`config.mk`:
```
export PLATFORM = sky130hd
export DESIGN_NAME = lcd_bus_arbiter
export DESIGN_NICKNAME = d
export VERILOG_FILES = /design/src/rtl/lcd_pkg.sv /design/src/rtl/lcd_delay_timer.sv /design/src/rtl/lcd_bus_arbiter.sv
export SDC_FILE = /design/constraint.sdc
export NUM_CORES = 1
export LEC_CHECK = 0
export BUFFER_PORTS_ARGS = -buffer_cell sky130_fd_sc_hd__buf_2
export CORE_UTILIZATION = 47
export DETAILED_ROUTE_END_ITERATION = 16
export GPL_TIMING_DRIVEN = 0
export PLACE_DENSITY = 0.84
export REMOVE_ABC_BUFFERS = 1
export SYNTH_ARGS = -nofsm -noshare
export SYNTH_HDL_FRONTEND = slang
export SYNTH_SLANG_ARGS = --single-unit
```
`constraint.sdc`:
```
create_clock -name clk -period 2.25 [get_ports clk]
set_clock_uncertainty 0.15 [all_clocks]
set_input_delay 0.1125 -clock clk [delete_from_list [all_inputs] [get_ports clk]]
set_output_delay 0.1125 -clock clk [all_outputs]
set_load 0.01 [all_outputs]
```
`src/rtl/lcd_pkg.sv`:
```
// ---------------------------------------------------------------------------
// lcd_pkg
// Shared definitions for the LCD bus arbiter:
//   - FSM state encoding (3-bit constants)
//   - display controller opcodes used by the requesters
//   - default post-command / post-transfer idle lengths (cycles at 12 MHz)
//   - round-robin pick helper for the two requesters
// ---------------------------------------------------------------------------
package lcd_pkg;

  localparam logic [2:0] ST_IDLE  = 3'd0;
  localparam logic [2:0] ST_CMD   = 3'd1;
  localparam logic [2:0] ST_CDLY  = 3'd2;
  localparam logic [2:0] ST_PARAM = 3'd3;
  localparam logic [2:0] ST_XDLY  = 3'd4;

  localparam logic [7:0] OP_SLPOUT = 8'h11;
  localparam logic [7:0] OP_CASET  = 8'h2A;
  localparam logic [7:0] OP_RASET  = 8'h2B;
  localparam logic [7:0] OP_RAMWR  = 8'h2C;
  localparam logic [7:0] OP_COLMOD = 8'h3A;

  // 36 cycles = 3 us at 12 MHz
  localparam int DEF_POST_CMD_DLY  = 36;
  localparam int DEF_POST_XFER_DLY = 36;

  localparam int DLY_W = 16;

  // Returns a one-hot grant. On contention the requester that was not
  // granted last wins; last_idx is the index of the previous winner.
  function automatic logic [1:0] rr_pick(input logic [1:0] req,
                                         input logic       last_idx);
    if (req == 2'b11) begin
      return last_idx ? 2'b01 : 2'b10;
    end
    return req;
  endfunction

endpackage

```
`src/rtl/lcd_delay_timer.sv`:
```
// ---------------------------------------------------------------------------
// lcd_delay_timer
// Down-counter used for both the post-command and post-transfer idle gaps.
//   clk, rst_n : clock, asynchronous active-low reset
//   load       : number of cycles the delay lasts (must be >= 1 when started)
//   start      : load the counter; the following cycle is the first delay cycle
//   expire     : high during the last delay cycle, so the owner can leave its
//                delay state on that edge and the delay lasts exactly 'load'
// ---------------------------------------------------------------------------
module lcd_delay_timer
  import lcd_pkg::*;
#(
  parameter int W = DLY_W
) (
  input  logic         clk,
  input  logic         rst_n,
  input  logic [W-1:0] load,
  input  logic         start,
  output logic         expire
);

  localparam logic [W-1:0] ONE = W'(1);

  logic [W-1:0] count;

  // Count stops at zero, so a stale expire can never appear without a start.
  always_ff @(posedge clk or negedge rst_n) begin
    if (!rst_n) begin
      count <= '0;
    end else if (start) begin
      count <= load;
    end else if (count != '0) begin
      count <= count - ONE;
    end
  end

  assign expire = (count == ONE);

endmodule

```
`src/rtl/lcd_bus_arbiter.sv`:
```
// ---------------------------------------------------------------------------
// lcd_bus_arbiter
// Round-robin arbiter that lets two requesters share one SPI byte serializer
// driving an LCD controller. Each transaction is one command byte, an optional
// run of parameter/pixel bytes, and idle gaps after the command and at the end.
//   clk, rst_n          : clock, asynchronous active-low reset
//   req[1:0]            : requester i wants one transaction
//   cmd[15:0]           : {cmd1,cmd0} command byte, sampled at grant
//   len[27:0]           : {len1,len0} 14-bit parameter count, sampled at grant
//   pdata/pvalid/pready : per-requester parameter byte stream
//   gnt[1:0]            : one-hot bus owner, 00 when idle
//   done[1:0]           : one-cycle pulse at transaction end
//   tx_valid/tx_ready   : byte handshake with the serializer
//   tx_byte/tx_dc/tx_last : byte, data/command flag, last byte of transaction
//   busy                : high in every state except IDLE
// ---------------------------------------------------------------------------
module lcd_bus_arbiter
  import lcd_pkg::*;
#(
  parameter int POST_CMD_DLY  = DEF_POST_CMD_DLY,
  parameter int POST_XFER_DLY = DEF_POST_XFER_DLY
) (
  input  logic        clk,
  input  logic        rst_n,
  input  logic [1:0]  req,
  input  logic [15:0] cmd,
  input  logic [27:0] len,
  input  logic [15:0] pdata,
  input  logic [1:0]  pvalid,
  output logic [1:0]  pready,
  output logic [1:0]  gnt,
  output logic [1:0]  done,
  output logic        tx_valid,
  input  logic        tx_ready,
  output logic [7:0]  tx_byte,
  output logic        tx_dc,
  output logic        tx_last,
  output logic        busy
);

  localparam logic [DLY_W-1:0] CMD_DLY_V  = DLY_W'(POST_CMD_DLY);
  localparam logic [DLY_W-1:0] XFER_DLY_V = DLY_W'(POST_XFER_DLY);
  // A zero-length gap is skipped outright rather than spending a cycle in it.
  localparam logic [2:0] AFTER_DATA = (POST_XFER_DLY != 0) ? ST_XDLY : ST_IDLE;
  localparam logic [13:0] ONE14 = 14'd1;

  logic [2:0]       state;
  logic [2:0]       next_state;
  logic [2:0]       after_cmd;
  logic [7:0]       cmd_lat;
  logic [13:0]      remaining;
  logic             last_idx;
  logic             gsel;
  logic             hs;
  logic             finish;
  logic [1:0]       pick;
  logic             dly_start;
  logic [DLY_W-1:0] dly_load;
  logic             dly_expire;

  assign gsel = gnt[1];
  assign pick = rr_pick(req, last_idx);
  assign busy = (state != ST_IDLE);

  // Serializer side. Everything decodes from registered state, so reset
  // clears the outputs without waiting for a clock edge. In PARAM the owner's
  // stream is passed straight through, which stalls cleanly on either side.
  always_comb begin
    tx_valid = 1'b0;
    tx_byte  = 8'h00;
    tx_dc    = 1'b0;
    tx_last  = 1'b0;
    pready   = 2'b00;
    case (state)
      ST_CMD: begin
        tx_valid = 1'b1;
        tx_byte  = cmd_lat;
        tx_last  = (remaining == 14'd0);
      end
      ST_PARAM: begin
        tx_valid = gsel ? pvalid[1] : pvalid[0];
        tx_byte  = gsel ? pdata[15:8] : pdata[7:0];
        tx_dc    = 1'b1;
        tx_last  = (remaining == ONE14);
        pready   = gsel ? {tx_ready, 1'b0} : {1'b0, tx_ready};
      end
      default: ;
    endcase
  end

  assign hs = tx_valid & tx_ready;

  // Transaction sequencing. The remaining count doubles as the latched length:
  // it holds LEN through CMD/CDLY and only moves on parameter handshakes.
  always_comb begin
    after_cmd  = (remaining != 14'd0) ? ST_PARAM : AFTER_DATA;
    next_state = state;
    case (state)
      ST_IDLE:  if (req != 2'b00) next_state = ST_CMD;
      ST_CMD:   if (hs) next_state = (POST_CMD_DLY != 0) ? ST_CDLY : after_cmd;
      ST_CDLY:  if (dly_expire) next_state = after_cmd;
      ST_PARAM: if (hs && remaining == ONE14) next_state = AFTER_DATA;
      ST_XDLY:  if (dly_expire) next_state = ST_IDLE;
      default:  next_state = ST_IDLE;
    endcase
  end

  // Any return to IDLE from a live state ends the transaction; reset does not
  // pass through here, so an abandoned transaction never reports done.
  assign finish    = (state != ST_IDLE) && (next_state == ST_IDLE);
  assign dly_start = (next_state != state) &&
                     ((next_state == ST_CDLY) || (next_state == ST_XDLY));
  assign dly_load  = (next_state == ST_CDLY) ? CMD_DLY_V : XFER_DLY_V;

  lcd_delay_timer #(.W(DLY_W)) u_timer (
    .clk    (clk),
    .rst_n  (rst_n),
    .load   (dly_load),
    .start  (dly_start),
    .expire (dly_expire)
  );

  // Grant, latch and round-robin pointer. The pointer moves only when a
  // transaction finishes, so the IDLE cycle carrying done already sees it.
  always_ff @(posedge clk or negedge rst_n) begin
    if (!rst_n) begin
      state     <= ST_IDLE;
      gnt       <= 2'b00;
      done      <= 2'b00;
      cmd_lat   <= 8'h00;
      remaining <= 14'd0;
      last_idx  <= 1'b1;
    end else begin
      state <= next_state;
      done  <= 2'b00;
      if (state == ST_IDLE && req != 2'b00) begin
        gnt       <= pick;
        cmd_lat   <= pick[1] ? cmd[15:8] : cmd[7:0];
        remaining <= pick[1] ? len[27:14] : len[13:0];
      end
      if (state == ST_PARAM && hs) begin
        remaining <= remaining - ONE14;
      end
      if (finish) begin
        done     <= gnt;
        gnt      <= 2'b00;
        last_idx <= gnt[1];
      end
    end
  end

endmodule

```
Yosys cells after proc, flatten, opt, wreduce, memory -nomap -nowiden
Cells that the tools add are included.
- register bits after elaboration: 46
- output and inout port bits: 18
- add/sub/neg operators: 2
- equal/unequal tests: 10
- muxes and demuxes: 28
- bitwise gates (word level): 1
- reductions and logical operators: 16
- operator list (operator ; count):
    $mux W14 ; 3
    $mux W16 ; 2
    $mux W3 ; 6
    $eq A16 B1 Y1 const B ; 1
    $mux W2 ; 8
    $mux W8 ; 2
    $pmux W8 S2 ; 1
    $reduce_bool A16 Y1 ; 1
    $sub A16 B1 Y16 const B ; 1
    $pmux W3 S5 ; 1
    $eq A14 B1 Y1 const B ; 1
    $logic_not A14 Y1 ; 1
    $reduce_bool A14 Y1 ; 1
    $sub A14 B1 Y14 const B ; 1
    $eq A3 B2 Y1 const B ; 3
    $reduce_bool A2 Y1 ; 4
    $eq A3 B3 Y1 const B ; 2
    $logic_not A3 Y1 ; 2
    $logic_and A1 B1 Y1 ; 5
    $pmux W1 S2 ; 2
    $eq A3 B1 Y1 const B ; 1
    $mux W1 ; 3
    $ne A3 B3 Y1 ; 1
    $reduce_bool A3 Y1 ; 1
    other kinds (3) ; 3

Logic depth before layout (Yosys ltp)
Gate-level depths: netlist of run 1.
- depth after elaboration: 10
- mapped depth: 8

Modules after synthesis
A second synthesis of run 1 with hierarchy kept.
- cells, all modules: 345
- area, all modules: 3206.8 um^2
- by module, submodules not included (module ; instances ; cells an instance ; area an instance (um^2) ; seq. area each (um^2)):
    lcd_bus_arbiter ; 1 ; 232 ; 2114.5 ; 752.0
    lcd_delay_timer ; 1 ; 113 ; 1092.3 ; 400.4

Worst setup path before layout of run 1
No wires, ideal clock.
- kind: register to register
- from: reg u_timer.count[1]
- to: reg u_timer.count[11]
- arrival: 1.830 ns
- data required time: 1.979 ns
- slack: 0.149 ns
- stages on the path, launching flop included: 9
- cell sequence: dfrtp_1 -> inv_1 -> ha_1 -> or4b_1 -> nor4_4 -> a31oi_2 -> nor2_4 -> buf_6 -> nor2_1
- cells in the longest elaborated chain, start to end: 7
- elaborated cells between the ends (all ways): 14
- ends and longest elaborated chain (element ; RTL line ; text):
    start, declared ; lcd_delay_timer.sv:24 ; logic [W-1:0] count;
    start signal, assigned ; lcd_delay_timer.sv:31 ; count <= load;
    start signal, assigned ; lcd_delay_timer.sv:33 ; count <= count - ONE;
    $eq A16 B1 Y1 ; lcd_delay_timer.sv:37 ; assign expire = (count == ONE);
    $mux W3, on equally long branches ; lcd_bus_arbiter.sv:103, lcd_bus_arbiter.sv:101 ;
    $pmux W3 S5 ; lcd_bus_arbiter.sv:98 ; case (state)
    $eq A3 B2 Y1 or $eq A3 B3 Y1 (tied branches) ; - ;
    $logic_or A1 B1 Y1 ; lcd_bus_arbiter.sv:112 ; ((next_state == ST_CDLY) || (next_state == ST_XDLY));
    $logic_and A1 B1 Y1 ; lcd_bus_arbiter.sv:111 ; assign dly_start = (next_state != state) &&
    $mux W16 or $reduce_bool A2 Y1 (tied branches) ; - ;
Several ways; a longest one is shown, not always the timed one. The select of a mux whose other input is x is not followed.
A chain may end at the register's enable or synchronous reset.

Worst setup path after layout of run 1
- from: reg u_timer.count[8]
- to: reg state[1]
- cells in the longest elaborated chain, start to end: 3
- elaborated cells between the ends (all ways): 4
- ends and longest elaborated chain (element ; RTL line ; text):
    $eq A16 B1 Y1 * ; lcd_delay_timer.sv:37 ;
    $mux W3, on equally long branches ; lcd_bus_arbiter.sv:103, lcd_bus_arbiter.sv:101 ;
    $pmux W3 S5 * ; lcd_bus_arbiter.sv:98 ;
    named net next_state[1] ; lcd_bus_arbiter.sv:48 ; logic [2:0] next_state;
    end signal, assigned ; lcd_bus_arbiter.sv:134 ; state <= next_state;
    end, declared ; lcd_bus_arbiter.sv:47 ; logic [2:0] state;
The timed path passes the listed nets; every way through them passes the cells marked *.

==> flow_summary.json, run 1 <==
{
  "status": "complete, but fails checks",
  "violations": "negative setup slack",
  "period_needed_ns": 2.258,
  "initial_core_util_pct": 48.99,
  "path_delay_family": "simple AND/OR/NAND/NOR gates",
  "ir_drop_mv": 0.6301,
  "die_h_um": 80.79,
  "drc": 0,
  "synth_top_cell_by_area": "dfrtp_1",
  "tritoncts": "built",
  "path_depth": 6,
  "tns_ns": -0.008105,
  "r2r-end": "state[1]$_DFF_PN0_",
  "synth.area.top_cells": "dfrtp_1 (39%), mux2i_1 (8.9%), nand2_1 (4.8%)",
  "ys_ff_latch": 46,
  "r2r_setup_slack_ns": -0.008,
  "root_buffer": "clkbuf_8",
  "areaGrowthSynthToFinish_pct": 33.49,
  "max_stage_delay_ns": 0.55,
  "syn_inst": 324,
  "drv_slew": 0,
  "dp_hpwl_mm": 5.212,
  "fmax_ghz": 0.4428,
  "crit_path_start": "u_timer.count[8]$_DFFE_PN0P_",
  "ys.flop_type": "dfrtp_1",
  "fill_cells": 455,
  "cp-end-kind": "flop",
  "rows": 28,
  "relSlewSlack_pct": 32.00,
  "insertion_delay_ns": 0.30,
  "antenna_cells": 0,
  "nNetsFinal": 502,
  "fin_util_pct": 65.40,
  "instances_no_fill": 505,
  "grt_pass1_wl_mm": 12.03,
  "p_leak_uw": 0.001773,
  "rsz0062_at_grt": "yes",
  "dieArea_um2": 6527,
  "first_pass_iters": 5,
  "crit_type": "reg2reg",
  "drt-vias-per-instance": 5.806,
  "power_density_nw_per_um2": 1183,
  "design_area_um2": 3895,
  "ant_nets": 0,
  "io_buffer_count": 84,
  "seqCellArea_um2": 1155,
  "cp_cell_sequence": "or4_4 > buf_4 > nor3b_1 > nand3_1 > o21ai_0 > nand3b_1",
  "yosys_warnings": 0,
  "grt_pass1_vias": 2638,
  "detail_route.wl_per_cell_um": 15.94,
  "crit_buf_inv": 1,
  "grt_start_max_net_pins": 47,
  "crit_required_ns": 2.27,
  "layout-drive-gt1-share_pct": 30.70,
  "async_flop_share_pct": 100.0,
  "place_area_um2": 3430,
  "yosysSeqAreaShare_pct": 39.49,
  "syn_area_um2": 2918,
  "layout_setup_ws_ns": -0.008105,
  "avgSynthCellArea_um2": 9.006,
  "dp.cells": 473,
  "worstReg2RegStart": "u_timer.count[8]$_DFFE_PN0P_",
  "finalHoldViolCount": 0,
  "cap_violations": 0,
  "core_area_um2": 5956,
  "track_usage_pct": 24.27,
  "die_w_um": 80.79,
  "worstMarginPinSlew_ns": 1.020,
  "cp_slowest_cell": "or4_4",
  "vias": 2932,
  "multiInputGateArea_um2": 1797,
  "routabilityCongestion": 0.8364,
  "setup_viol": 1,
  "ff2ff_path_depth": 6,
  "ios": 85,
  "finalCritPeriodShare_pct": 100.4,
  "synth-edff-count": 0,
  "cp_max_fo": 7,
  "cts_sinks": 46,
  "antenna_found_initial": 0,
  "crit_end": "state[1]$_DFF_PN0_",
  "crit_arrival_ns": 2.27,
  "min_path_type": "in2reg",
  "start_kind": "flop",
  "drt_iter0_drc": 205,
  "cts.clk_slew.worst_paths_ns": 0.09,
  "totalWireLength_mm": 8.050,
  "cts_buffers": 5,
  "cts_max_level": 2,
  "grt-ovfl-total": 0,
  "synth.distinct_cells": 62,
  "synth_top_area_share_pct": 38.59,
  "cts_buffer_depth": 2
}
==> power by group <==
| group | internal [uW] | switching [uW] |
|---|---|---|
| registers | 1190 | 528 |
| clock network | 332 | 267 |
| logic | 1020 | 1270 |
| total | 2540 | 2070 |
==> placed cells by master (no fill, tap or decap), types with 8 or more instances in the layout <==
cell type and count:
dlygate4sd3_1 20, nand2_1 37, a211oi_1 9, nand3_1 8, mux2i_1 26, o21ai_0 22, a21oi_1 9, nor3_1 9
nor2_1 34, inv_1 9, dfrtp_1 43, buf_2 84
==> worst min path at each step <==
stage / from / end / slack, ns / depth (start not counted)
after CTS: cmd[1] / cmd_lat[1]$_DFFE_PN0P_ / 0.002 / 3
final: len[26] / remaining[12]$_DFFE_PN0P_ / 0.001 / 3
after floorplan: rst_n / cmd_lat[0]$_DFFE_PN0P_ / -0.33 / 0
after global routing: len[6] / remaining[6]$_DFFE_PN0P_ / 0.01 / 4
after global placement: rst_n / u_timer.count[12]$_DFFE_PN0P_ / 0.19 / 1
after detailed placement: rst_n / u_timer.count[15]$_DFFE_PN0P_ / 0.18 / 1
==> layout make-up <==
| type | count | share of cell area, % |
|---|---|---|
| clock inverters | 1 | 0.7710 |
| inverters | 10 | 0.9637 |
| flip-flops and latches | 46 | 29.65 |
| clock buffers | 7 | 1.960 |
| well taps | 75 | 2.409 |
| repair buffers | 110 | 18.12 |
| multi-input cells | 256 | 46.13 |
==> cells by family (layout without fill, tap and decap cells) <==
| group | Yosys count | after routing | synth area share [%] |
|---|---|---|---|
| simple gates | 139 | 139 | 24.74 |
| compound gates | 72 | 72 | 16.55 |
| flops | 46 | 46 | 39.49 |
| mux | 30 | 30 | 10.59 |
| buf+inv | 22 | 128 | 3.345 |
| xor+xnor | 9 | 9 | 2.702 |
| fa+ha+maj | 6 | 6 | 2.573 |
==> worst register-to-register path, cell delays in order, from the launching register on <==
cell and delay, ns:
dfrtp_1 0.46, or4_4 0.55, buf_4 0.17, nor3b_1 0.24, nand3_1 0.15, o21ai_0 0.28, nand3b_1 0.13
==> metal layers <==
layer  wire (um)  track usage [%]
met2        4061            40.25
met5           0                0
met1        3360            31.11
met3         402            3.933
met4         226            11.07
==> stage by stage <==
stage	worst slack (ns)	hold slack, ns	power, uW
2_1_floorplan	-1.548	-0.3331	3016
3_3_place_gp	-2.366	0.1872	3534
3_5_place_dp	-0.3141	0.1788	3657
4_1_cts	0.003412	0.002117	4326
5_1_grt	-0.06027	0.009757	4936
6_report	-0.008105	0.001247	4607
==> sequential cells by signal, indices dropped and copies added (netlist names) <==
name and flops:
gnt 2, last_idx 1, u_timer.count 16, remaining 14
state 3, cmd_lat 8, done 2
==> cell usage after synthesis (4+ instances only) <==
| library cell | count |
|---|---|
| a22oi_1 | 4 |
| nor3_1 | 14 |
| clkbuf_1 | 4 |
| ha_1 | 6 |
| o21ai_0 | 22 |
| nand2b_1 | 4 |
| dfrtp_1 | 45 |
| nor2_1 | 35 |
| nand3_1 | 9 |
| mux2i_1 | 26 |
| a211oi_1 | 11 |
| or3_1 | 4 |
| xor2_1 | 6 |
| nand2_1 | 37 |
| a21oi_1 | 10 |
| nor2b_1 | 6 |
| inv_1 | 10 |
| nor4_1 | 9 |
==> timing repair <==
item / in CTS / in global routing
endpoints found under the hold margin: 55 / 0
setup endpoints to repair: 22 / 31
hold buffers: 20 / 0
buffers inserted: 1 / 3
gates resized for setup: 7 / 18
gates cloned: 0 / 0
pin swaps: 1 / 3
(Power assumes the default switching activity.)
==> inputs of run 2 (changes only) <==
==> constraint.sdc (replaced) <==
create_clock -name clk -period 2.25 [get_ports clk]
set_clock_uncertainty 0.15 [all_clocks]
set_input_delay 0.1125 -clock clk [delete_from_list [all_inputs] [get_ports clk]]
set_output_delay 0.1125 -clock clk [all_outputs]
set_load 0.1 [all_outputs]
==> flow_summary.json, run 2 (synthesis results as in run 1) <==
{
  "rsz0062_at_grt": "yes",
  "crit_arrival_ns": 2.33,
  "core_area_um2": 5956,
  "cp-end-kind": "flop",
  "cap_violations": 0,
  "relSlewSlack_pct": 33.23,
  "die_h_um": 80.79,
  "cts.clk_slew.worst_paths_ns": 0.08,
  "max_stage_delay_ns": 0.55,
  "drt_iter0_drc": 257,
  "finalCritPeriodShare_pct": 99.61,
  "r2r_setup_slack_ns": 0.009,
  "dp_hpwl_mm": 5.212,
  "cts_max_level": 2,
  "dieArea_um2": 6527,
  "detail_route.wl_per_cell_um": 16.80,
  "dr.max_layer_used": "met4",
  "tritoncts": "built",
  "layout_setup_ws_ns": 0.008776,
  "path_delay_family": "simple AND/OR/NAND/NOR gates",
  "rows": 28,
  "track_usage_pct": 25.02,
  "antenna_found_initial": 0,
  "design_area_um2": 3963,
  "place_area_um2": 3430,
  "worstMarginPinSlew_ns": 1.002,
  "most-common-layout-cells": "buf_2 (75), dfrtp_1 (39), nand2_1 (36)",
  "drv_slew": 0,
  "grt_start_max_net_pins": 47,
  "largest_register_ffs": 16,
  "wl_met3_um": 407,
  "layout-drive-gt1-share_pct": 31.86,
  "crit_type": "reg2reg",
  "cts_buffers": 5,
  "routabilityCongestion": 0.8364,
  "insertion_delay_ns": 0.30,
  "totalWireLength_mm": 8.482,
  "period_needed_ns": 2.241,
  "grt-ovfl-total": 0,
  "drt-vias-per-instance": 6.026,
  "min_path_type": "in2reg",
  "wl_met2_mm": 4.298,
  "drt-met1-wl_mm": 3.414,
  "power_density_nw_per_um2": 1439,
  "status": "complete, but fails checks",
  "ios": 85,
  "antenna_cells": 0,
  "p_leak_uw": 0.001782,
  "ant_nets": 0,
  "io_buffer_count": 84,
  "fin_util_pct": 66.53,
  "internal-power_uw": 2643,
  "regMostFlops": "u_timer.count",
  "die_w_um": 80.79,
  "cp_slowest_cell": "or4_4",
  "start_kind": "flop",
  "areaGrowthSynthToFinish_pct": 35.81,
  "final_common_cell": "buf_2",
  "grt_pass1_wl_mm": 12.43,
  "drc": 0,
  "grt_pass1_vias": 2694,
  "holdWs_ns": -0.002193,
  "switching_share_pct": 53.65,
  "crit_buf_inv": 0,
  "ir_drop_mv": 1.134,
  "nNetsFinal": 502,
  "cp_cell_sequence": "or4_4 > nor4_4 > nor3_2 > nand2b_4 > mux2_4",
  "cts_sinks": 46,
  "fmax_ghz": 0.4462,
  "violations": "negative hold slack",
  "vias": 3043,
  "p_comb_share_pct": 59.0,
  "clock_power_share_pct": 10.5,
  "seqPwrFrac_pct": 30.4,
  "initial_core_util_pct": 48.99,
  "pre_cts_slack_ns": -0.3141,
  "root_buffer": "clkbuf_8",
  "tns_ns": 0,
  "first_pass_iters": 5,
  "p_switching_uw": 3059,
  "cts_buffer_depth": 2,
  "crit_required_ns": 2.33,
  "finalHoldViolCount": 2,
  "setup_viol": 0,
  "largestRegisters": "u_timer.count: 16 flops, remaining: 14 flops, cmd_lat: 8 flops",
  "cp_max_fo": 7
}
==> run 2: cell count changes in the layout (fill, tap and decap cells not counted), moves of 4 or more <==
cell / previous run / this run
buf_6: 0 / 7
dfrtp_1: 43 / 39
dfrtp_2: 2 / 6
buf_2: 84 / 75
==> run 2: final cells by class <==
cell class              instances  area [um2]
clock inverters                 1       30.03
inverters                      10       37.54
multi-input cells             256        1804
well taps                      75       93.84
fillers                       453        1993
repair buffers                110       760.7
clock buffers                   7       76.32
flip-flops and latches         46        1160
==> run 2: worst paths after layout <==
kind,from,endpoint,cells after the start
max,u_timer.count[8]$_DFFE_PN0P_,last_idx$_DFFE_PN1P_,5
min,cmd[1],cmd_lat[1]$_DFFE_PN0P_,3
max reg2reg,u_timer.count[8]$_DFFE_PN0P_,last_idx$_DFFE_PN1P_,5
min reg2reg,cmd_lat[3]$_DFFE_PN0P_,cmd_lat[3]$_DFFE_PN0P_,2
max in group asynchronous,rst_n,gnt[1]$_DFFE_PN0P_,2
min in group asynchronous,rst_n,u_timer.count[11]$_DFFE_PN0P_,2
==> run 2: per-stage QoR <==
stage | total power (uW) | instances
after floorplan | 3938 | 312
after global placement | 4457 | 471
after detailed placement | 4579 | 473
after CTS | 5320 | 502
after global routing | 6014 | 505
final | 5702 | 505
==> run 2: power by group through the flow <==
stage | Combinational [uW] | Clock, uW | Sequential, uW
2_1_floorplan | 2280 | 0 | 1660
3_3_place_gp | 2850 | 0 | 1600
3_5_place_dp | 2950 | 0 | 1630
4_1_cts | 3080 | 601 | 1640
5_1_grt | 3590 | 647 | 1780
6_report | 3370 | 601 | 1730
==> run 2: repair_timing <==
| action | 4_1_cts | 5_1_grt |
|---|---|---|
| gates cloned | 0 | 0 |
| setup endpoints to repair | 32 | 36 |
| pin swaps | 1 | 2 |
| resized for setup | 20 | 31 |
| hold buffers | 20 | 0 |
| endpoints found under the hold margin | 55 | 0 |
| setup buffers | 1 | 3 |
==> run 2: metal layers <==
layer	GRT usage, %	up-vias
met5	0	-
met4	12.86	0
met3	3.708	41
met2	41.69	133
met1	31.54	1469
li1	-	1400
==> run 2: worst reg2reg max path, cell delays in order, from the launching register on <==
cell      delay (ns)
dfrtp_1         0.47
or4_4           0.55
nor4_4          0.44
nor3_2          0.11
nand2b_4        0.16
mux2_4          0.29
